[config.mk]
export PLATFORM = sky130hd
export DESIGN_NAME = tohost_mailbox
export DESIGN_NICKNAME = d
export VERILOG_FILES = /design/src/rtl/mailbox_pkg.sv /design/src/rtl/mailbox_timeout_ctr.sv /design/src/rtl/tohost_mailbox.sv
export SDC_FILE = /design/constraint.sdc
export NUM_CORES = 1
export LEC_CHECK = 0
export BUFFER_PORTS_ARGS = -buffer_cell sky130_fd_sc_hd__buf_2
export CAP_MARGIN = 10
export CORE_AREA = 2 2 155 157
export CTS_CLUSTER_SIZE = 14
export DETAILED_ROUTE_END_ITERATION = 16
export DIE_AREA = 0 0 157 159
export HOLD_SLACK_MARGIN = 0.02
export PLACE_DENSITY_LB_ADDON = 0.2
export SYNTH_ARGS = -nofsm -noshare
export SYNTH_HDL_FRONTEND = slang
export SYNTH_SLANG_ARGS = --single-unit
[constraint.sdc]
create_clock -name clock -period 5.2 [get_ports clock]
set_clock_uncertainty 0.1 [all_clocks]
set_input_delay 0.26 -clock clock [delete_from_list [all_inputs] [get_ports clock]]
set_output_delay 0.26 -clock clock [all_outputs]
set_load 0.02 [all_outputs]
[src/rtl/mailbox_pkg.sv]
// mailbox_pkg: shared types and constants for the tohost/fromhost mailbox.
//   mbox_state_e       - mailbox protocol state
//   MBOX_TOHOST_ADDR   - default tohost word address
//   MBOX_FROMHOST_ADDR - default fromhost word address
//   MBOX_TIMEOUT_RESP  - response value substituted when the host never answers
//   mbox_merge()       - byte-enable merge of a store into a 64-bit word
package mailbox_pkg;

  typedef enum logic [1:0] {
    MBOX_IDLE    = 2'd0,
    MBOX_PENDING = 2'd1,
    MBOX_RESPOND = 2'd2,
    MBOX_DONE    = 2'd3
  } mbox_state_e;

  localparam logic [31:0] MBOX_TOHOST_ADDR   = 32'h8000_1000;
  localparam logic [31:0] MBOX_FROMHOST_ADDR = 32'h8000_1040;
  localparam logic [63:0] MBOX_TIMEOUT_RESP  = 64'hFFFF_FFFF_FFFF_FFFF;

  // Enabled bytes come from the store, the rest keep the old word.
  function automatic logic [63:0] mbox_merge(input logic [63:0] old_w,
                                             input logic [63:0] data,
                                             input logic [7:0]  mask);
    logic [63:0] res;
    res = old_w;
    for (int b = 0; b < 8; b++)
      if (mask[b]) res[8*b +: 8] = data[8*b +: 8];
    return res;
  endfunction

endpackage

[src/rtl/mailbox_timeout_ctr.sv]
// mailbox_timeout_ctr: counts cycles while enabled, zeroed by i_clr.
// o_expire is asserted combinationally during the TIMEOUT-th enabled cycle
// after the last clear, so the owner can act on that same clock edge.
// Ports:
//   i_clk, i_rst (async, active-high)
//   i_en      - count this cycle
//   i_clr     - zero the counter (wins over i_en)
//   o_expire  - this is the TIMEOUT-th enabled cycle
module mailbox_timeout_ctr #(
  parameter int TIMEOUT = 50000,
  localparam int CW = $clog2(TIMEOUT + 1)
) (
  input  logic i_clk,
  input  logic i_rst,
  input  logic i_en,
  input  logic i_clr,
  output logic o_expire
);

  logic [CW-1:0] r_cnt;

  always_ff @(posedge i_clk or posedge i_rst) begin
    if (i_rst)                 r_cnt <= '0;
    else if (i_clr)            r_cnt <= '0;
    else if (i_en && !o_expire) r_cnt <= r_cnt + 1'b1;
  end

  // r_cnt holds the number of enabled cycles already elapsed.
  assign o_expire = i_en && (r_cnt == CW'(TIMEOUT - 1));

endmodule

[src/rtl/tohost_mailbox.sv]
// tohost_mailbox: HTIF-style tohost/fromhost mailbox.
// Snoops committed CPU stores to the tohost word, latches exit values
// (bit0=1) as a sticky exit, and forwards syscall values to the host. The
// host response is written back to FROMHOST_ADDR over a valid/ready port.
// Optional build macro: MAILBOX_TIMEOUT_EN - auto-respond with all-ones
// after TIMEOUT cycles pending and flag `timeout`.
// Ports:
//   clock, reset (async, active-high)
//   st_valid/st_addr/st_data/st_mask - committed store snoop
//   clear           - synchronous round restart
//   tohost, exit, exit_code          - mailbox word and exit status
//   req_valid, host_ack, host_resp   - host request/response
//   fromhost_w*                      - fromhost write port
//   overrun, timeout                 - sticky error flags
module tohost_mailbox
  import mailbox_pkg::*;
#(
  parameter int                ADDR_W        = 32,
  parameter logic [ADDR_W-1:0] TOHOST_ADDR   = ADDR_W'(MBOX_TOHOST_ADDR),
  parameter logic [ADDR_W-1:0] FROMHOST_ADDR = ADDR_W'(MBOX_FROMHOST_ADDR),
  parameter int                TIMEOUT       = 50000
) (
  input  logic              clock,
  input  logic              reset,
  input  logic              st_valid,
  input  logic [ADDR_W-1:0] st_addr,
  input  logic [63:0]       st_data,
  input  logic [7:0]        st_mask,
  input  logic              clear,
  output logic [63:0]       tohost,
  output logic              exit,
  output logic [62:0]       exit_code,
  output logic              req_valid,
  input  logic              host_ack,
  input  logic [63:0]       host_resp,
  output logic              fromhost_wvalid,
  input  logic              fromhost_wready,
  output logic [ADDR_W-1:0] fromhost_waddr,
  output logic [63:0]       fromhost_wdata,
  output logic              overrun,
  output logic              timeout
);

  mbox_state_e r_state, w_state_nxt;
  logic [63:0] r_tohost, w_tohost_nxt;
  logic [63:0] r_wdata, w_wdata_nxt;
  logic        r_overrun, w_overrun_nxt;
  logic        r_timeout, w_timeout_nxt;
  logic        w_hit;
  logic        w_expire;
  logic [63:0] w_merged;
  logic        w_unused_addr_lo;

  // Only the 8-byte word index matters; byte offset is carried by st_mask.
  assign w_hit    = st_valid && (st_addr[ADDR_W-1:3] == TOHOST_ADDR[ADDR_W-1:3]) && (|st_mask);
  assign w_merged = mbox_merge(r_tohost, st_data, st_mask);
  assign w_unused_addr_lo = ^st_addr[2:0];

`ifdef MAILBOX_TIMEOUT_EN
  mailbox_timeout_ctr #(.TIMEOUT(TIMEOUT)) u_timeout_ctr (
    .i_clk    (clock),
    .i_rst    (reset),
    .i_en     (r_state == MBOX_PENDING),
    .i_clr    (clear || (r_state != MBOX_PENDING)),
    .o_expire (w_expire)
  );
`else
  localparam int unused_timeout = TIMEOUT;
  assign w_expire = 1'b0;
`endif

  always_ff @(posedge clock or posedge reset) begin
    if (reset) begin
      r_state   <= MBOX_IDLE;
      r_tohost  <= '0;
      r_wdata   <= '0;
      r_overrun <= 1'b0;
      r_timeout <= 1'b0;
    end else begin
      r_state   <= w_state_nxt;
      r_tohost  <= w_tohost_nxt;
      r_wdata   <= w_wdata_nxt;
      r_overrun <= w_overrun_nxt;
      r_timeout <= w_timeout_nxt;
    end
  end

  always_comb begin
    w_state_nxt   = r_state;
    w_tohost_nxt  = r_tohost;
    w_wdata_nxt   = r_wdata;
    w_overrun_nxt = r_overrun;
    w_timeout_nxt = r_timeout;
    if (clear) begin
      // Round restart beats everything, including a same-cycle hit.
      w_state_nxt   = MBOX_IDLE;
      w_tohost_nxt  = '0;
      w_wdata_nxt   = '0;
      w_overrun_nxt = 1'b0;
      w_timeout_nxt = 1'b0;
    end else begin
      unique case (r_state)
        MBOX_IDLE: begin
          if (w_hit) begin
            w_tohost_nxt = w_merged;
            if (w_merged == '0)  w_state_nxt = MBOX_IDLE;
            else if (w_merged[0]) w_state_nxt = MBOX_DONE;
            else                  w_state_nxt = MBOX_PENDING;
          end
        end
        MBOX_PENDING: begin
          if (w_hit) w_overrun_nxt = 1'b1;
          // A real ack in the expiry cycle takes precedence.
          if (host_ack) begin
            w_wdata_nxt  = host_resp;
            w_tohost_nxt = '0;
            w_state_nxt  = MBOX_RESPOND;
          end else if (w_expire) begin
            w_wdata_nxt   = MBOX_TIMEOUT_RESP;
            w_tohost_nxt  = '0;
            w_timeout_nxt = 1'b1;
            w_state_nxt   = MBOX_RESPOND;
          end
        end
        MBOX_RESPOND: begin
          if (w_hit) w_overrun_nxt = 1'b1;
          if (fromhost_wready) w_state_nxt = MBOX_IDLE;
        end
        MBOX_DONE: ;  // sticky until clear/reset; hits ignored silently
        default: w_state_nxt = MBOX_IDLE;
      endcase
    end
  end

  assign tohost          = r_tohost;
  assign exit            = (r_state == MBOX_DONE);
  assign exit_code       = r_tohost[63:1];
  assign req_valid       = (r_state == MBOX_PENDING);
  assign fromhost_wvalid = (r_state == MBOX_RESPOND);
  assign fromhost_waddr  = FROMHOST_ADDR;
  assign fromhost_wdata  = r_wdata;
  assign overrun         = r_overrun;
  assign timeout         = r_timeout;

endmodule

==> flow_metrics.tcl <==
set metrics [dict create \
    synth-edff-count 0 \
    p_seq_frac 0.379 \
    yosysTopAreaCellShare 0.489 \
    yosys_register_bits 131 \
    area_growth_pct 48.6 \
    syn_inst 672 \
    antenna_found_initial 4 \
    synth_top_area_cell "dfrtp_1" \
    fp-row-count 56 \
    layout_common_cells "buf_2 (365), dfrtp_1 (131), dlygate4sd3_1 (122), o21ai_0 (78), nand2_1 (73)" \
    synthXorXnorAreaFrac 0 \
    leakage_nw 5.22 \
    met2_wirelength_um 11400 \
    synth_top_flop_cell "dfrtp_1" \
    maxCapViolCount 0 \
    grt_max_degree 129 \
    clock_latency_ns 0.41 \
    synth_compound_area_frac 0.187 \
    netSwitchingFraction 0.310 \
    crit_path_end_kind "flip-flop" \
    clock-root-buffer "clkbuf_16" \
    outcome "complete, no violations" \
    crit_fanout 2 \
    dr.pass1.iters 4 \
    setup_viol 0 \
    drive_gt1_frac 0.386 \
    drc 0 \
    rsz0062_at_grt "false" \
    first_global_vias 6278 \
    slew-limit-headroom 0.284 \
    p_switching_mw 0.910 \
    clk_path_buf_depth 2 \
    drt-vias-per-instance 4.44 \
    tightestPinTransition_ns 1.07 \
    via_count 6264 \
    crit_type "in -> reg" \
    p_comb_frac 0.202 \
    synth-simple-area-share 0.163 \
    cts_tree "done" \
    cts_buffers 17 \
    whs_ns 0.0475 \
    overflow 0 \
    synth_top_family_by_area "compound AO/OA/AOI/OAI gates" \
    ys_async_sr_fraction 1.00 \
    cp-start-kind "input pin" \
    gp_congestion 0.754 \
    clock_sinks 131 \
    p_int_mw 2.02 \
    wl_um 23500 \
    r2r_cells 7 \
    netlist_area_um2 6700 \
    die_height_um 159 \
    setup_ws_ns 2.73 \
    hp-class "in -> reg" \
    fmax_mhz 404 \
    cp.required_ns 5.35 \
    power_mw 2.93 \
    port_buffers 365 \
    muxShareOfSynthArea 0.00766 \
    grt_pass1_wl_um 35400 \
    ys_types 43 \
    design_area_um2 9960 \
    synthAdderAreaFrac 0.00747 \
    worstPathArrival_ns 2.63 \
    pre_cts_ws_ns 2.47 \
    dpl_cell_area_um2 8140 \
    htree_levels 4 \
    final.setup.tns_ns 0 \
    yosysWarningCount 0 \
    detail-route-antenna-nets 0 \
    slew_violations 0 \
    drt-met1-wl_um 10100 \
    vdd_drop_max_mv 0.199 \
    drt_iter0_markers 307 \
    layout_commonest_cell "buf_2" \
    finalCritPeriodShare 0.476 \
    die_area_um2 25000 \
    dp_hpwl_um 17000 \
    io_pins 402 \
    core-area_um2 23200 \
    hold_viol 0 \
    p_clk_frac 0.418 \
    fin_nets 1255 \
    clk_pin_slew_worst_paths_ns 0.06 \
    routed.top_layer "met5" \
    dr_wl_met3_um 1670 \
    yosysSeqAreaShare 0.489 \
    wl_per_cell_um 16.7 \
    hold_depth 2 \
    yosys-top-cells-area "dfrtp_1 (49%), buf_4 (11%), a22o_1 (6.5%)" \
    initial_core_util 0.289 \
    grt_usage 0.184 \
    die_width_um 157 \
    powerDensity_nw_per_um2 295 \
    postSynthAreaPerCell_um2 9.97 \
    timing.final.crit_period_ns 2.47 \
]
==> final cells by class <==
cell class	instances	area, µm²
Fill cell	2269	13200
Clock inverter	13	150
Tap cell	319	399
Multi-Input combinational cell	431	2580
Clock buffer	18	439
Inverter	6	27.5
Timing Repair Buffer	490	3070
Antenna cell	3	7.51
Sequential cell	131	3280
==> power by group through the flow <==
stage | sequential, mW | combinational (mW) | clock [mW]
4_1_cts | 1.11 | 0.603 | 1.27
5_1_grt | 1.12 | 0.656 | 1.32
6_report | 1.11 | 0.594 | 1.23
3_5_place_dp | 1.13 | 0.532 | 0
2_1_floorplan | 1.20 | 0.255 | 0
3_3_place_gp | 1.13 | 0.530 | 0
==> layer usage <==
metal | track usage | vias up
met1 | 0.228 | 2950
met5 | 0 | -
met4 | 0.0484 | 2
li1 | - | 3043
met3 | 0.0493 | 16
met2 | 0.314 | 253
==> worst max-delay path, stage by stage <==
cell           delay (ns)
dlygate4sd3_1        0.53
buf_2                0.13
or4b_1               0.52
o22a_1               0.24
nor4_1               0.33
nand3_1              0.20
a2111oi_2            0.33
nor3_1               0.09
==> stage by stage <==
step	cells	utilization
2_1_floorplan	703	-
3_3_place_gp	1255	0.351
3_5_place_dp	1255	0.351
4_1_cts	1408	0.429
5_1_grt	1410	0.429
6_report	1411	0.429
==> registers in the layout, indices dropped and copies added (netlist names) <==
name / flops
r_state: 2
overrun: 1
tohost: 64
fromhost_wdata: 64
==> cell usage after synthesis, drive strengths merged, types with 6 or more instances <==
library cell / count
nand2b: 64
a32o: 14
a21oi: 12
nor4: 15
and2: 8
o21ai: 86
clkbuf: 28
nor2: 22
nor3: 12
inv: 6
nand2: 73
dfrtp: 131
a22o: 50
a22oi: 6
buf: 107
==> timing repair <==
item                                   4_1_cts  5_1_grt
endpoints found under the hold margin      205        0
hold buffers                               122        0
setup buffers                                0        0
resized for setup                            0        0
==> cell families (layout without fill, tap and decap cells) <==
group / count (synthesis) / after routing
other: 2 / 36
AOI/OAI and AO/OA: 181 / 181
muxes: 5 / 5
DFF: 131 / 131
adders and majority gates: 4 / 4
and+or+nand+nor: 208 / 208
buffers and inverters: 141 / 527
==> final timing paths <==
path                                                  endpoint                      startpoint  slack, ns
worst max-delay path                    r_state[0]$_DFFE_PP0P_                     st_data[49]       2.73
worst min-delay path                    tohost[40]$_DFFE_PP0P_                     st_data[40]       0.05
worst max register to register           tohost[0]$_DFFE_PP0P_          r_state[1]$_DFFE_PP0P_       2.82
worst min register to register  fromhost_wdata[29]$_DFFE_PP0P_  fromhost_wdata[29]$_DFFE_PP0P_       0.37
max in group asynchronous       fromhost_wdata[27]$_DFFE_PP0P_                           reset       3.37
min in group asynchronous       fromhost_wdata[24]$_DFFE_PP0P_                           reset       0.43
Power figures use the tool's default switching activity.
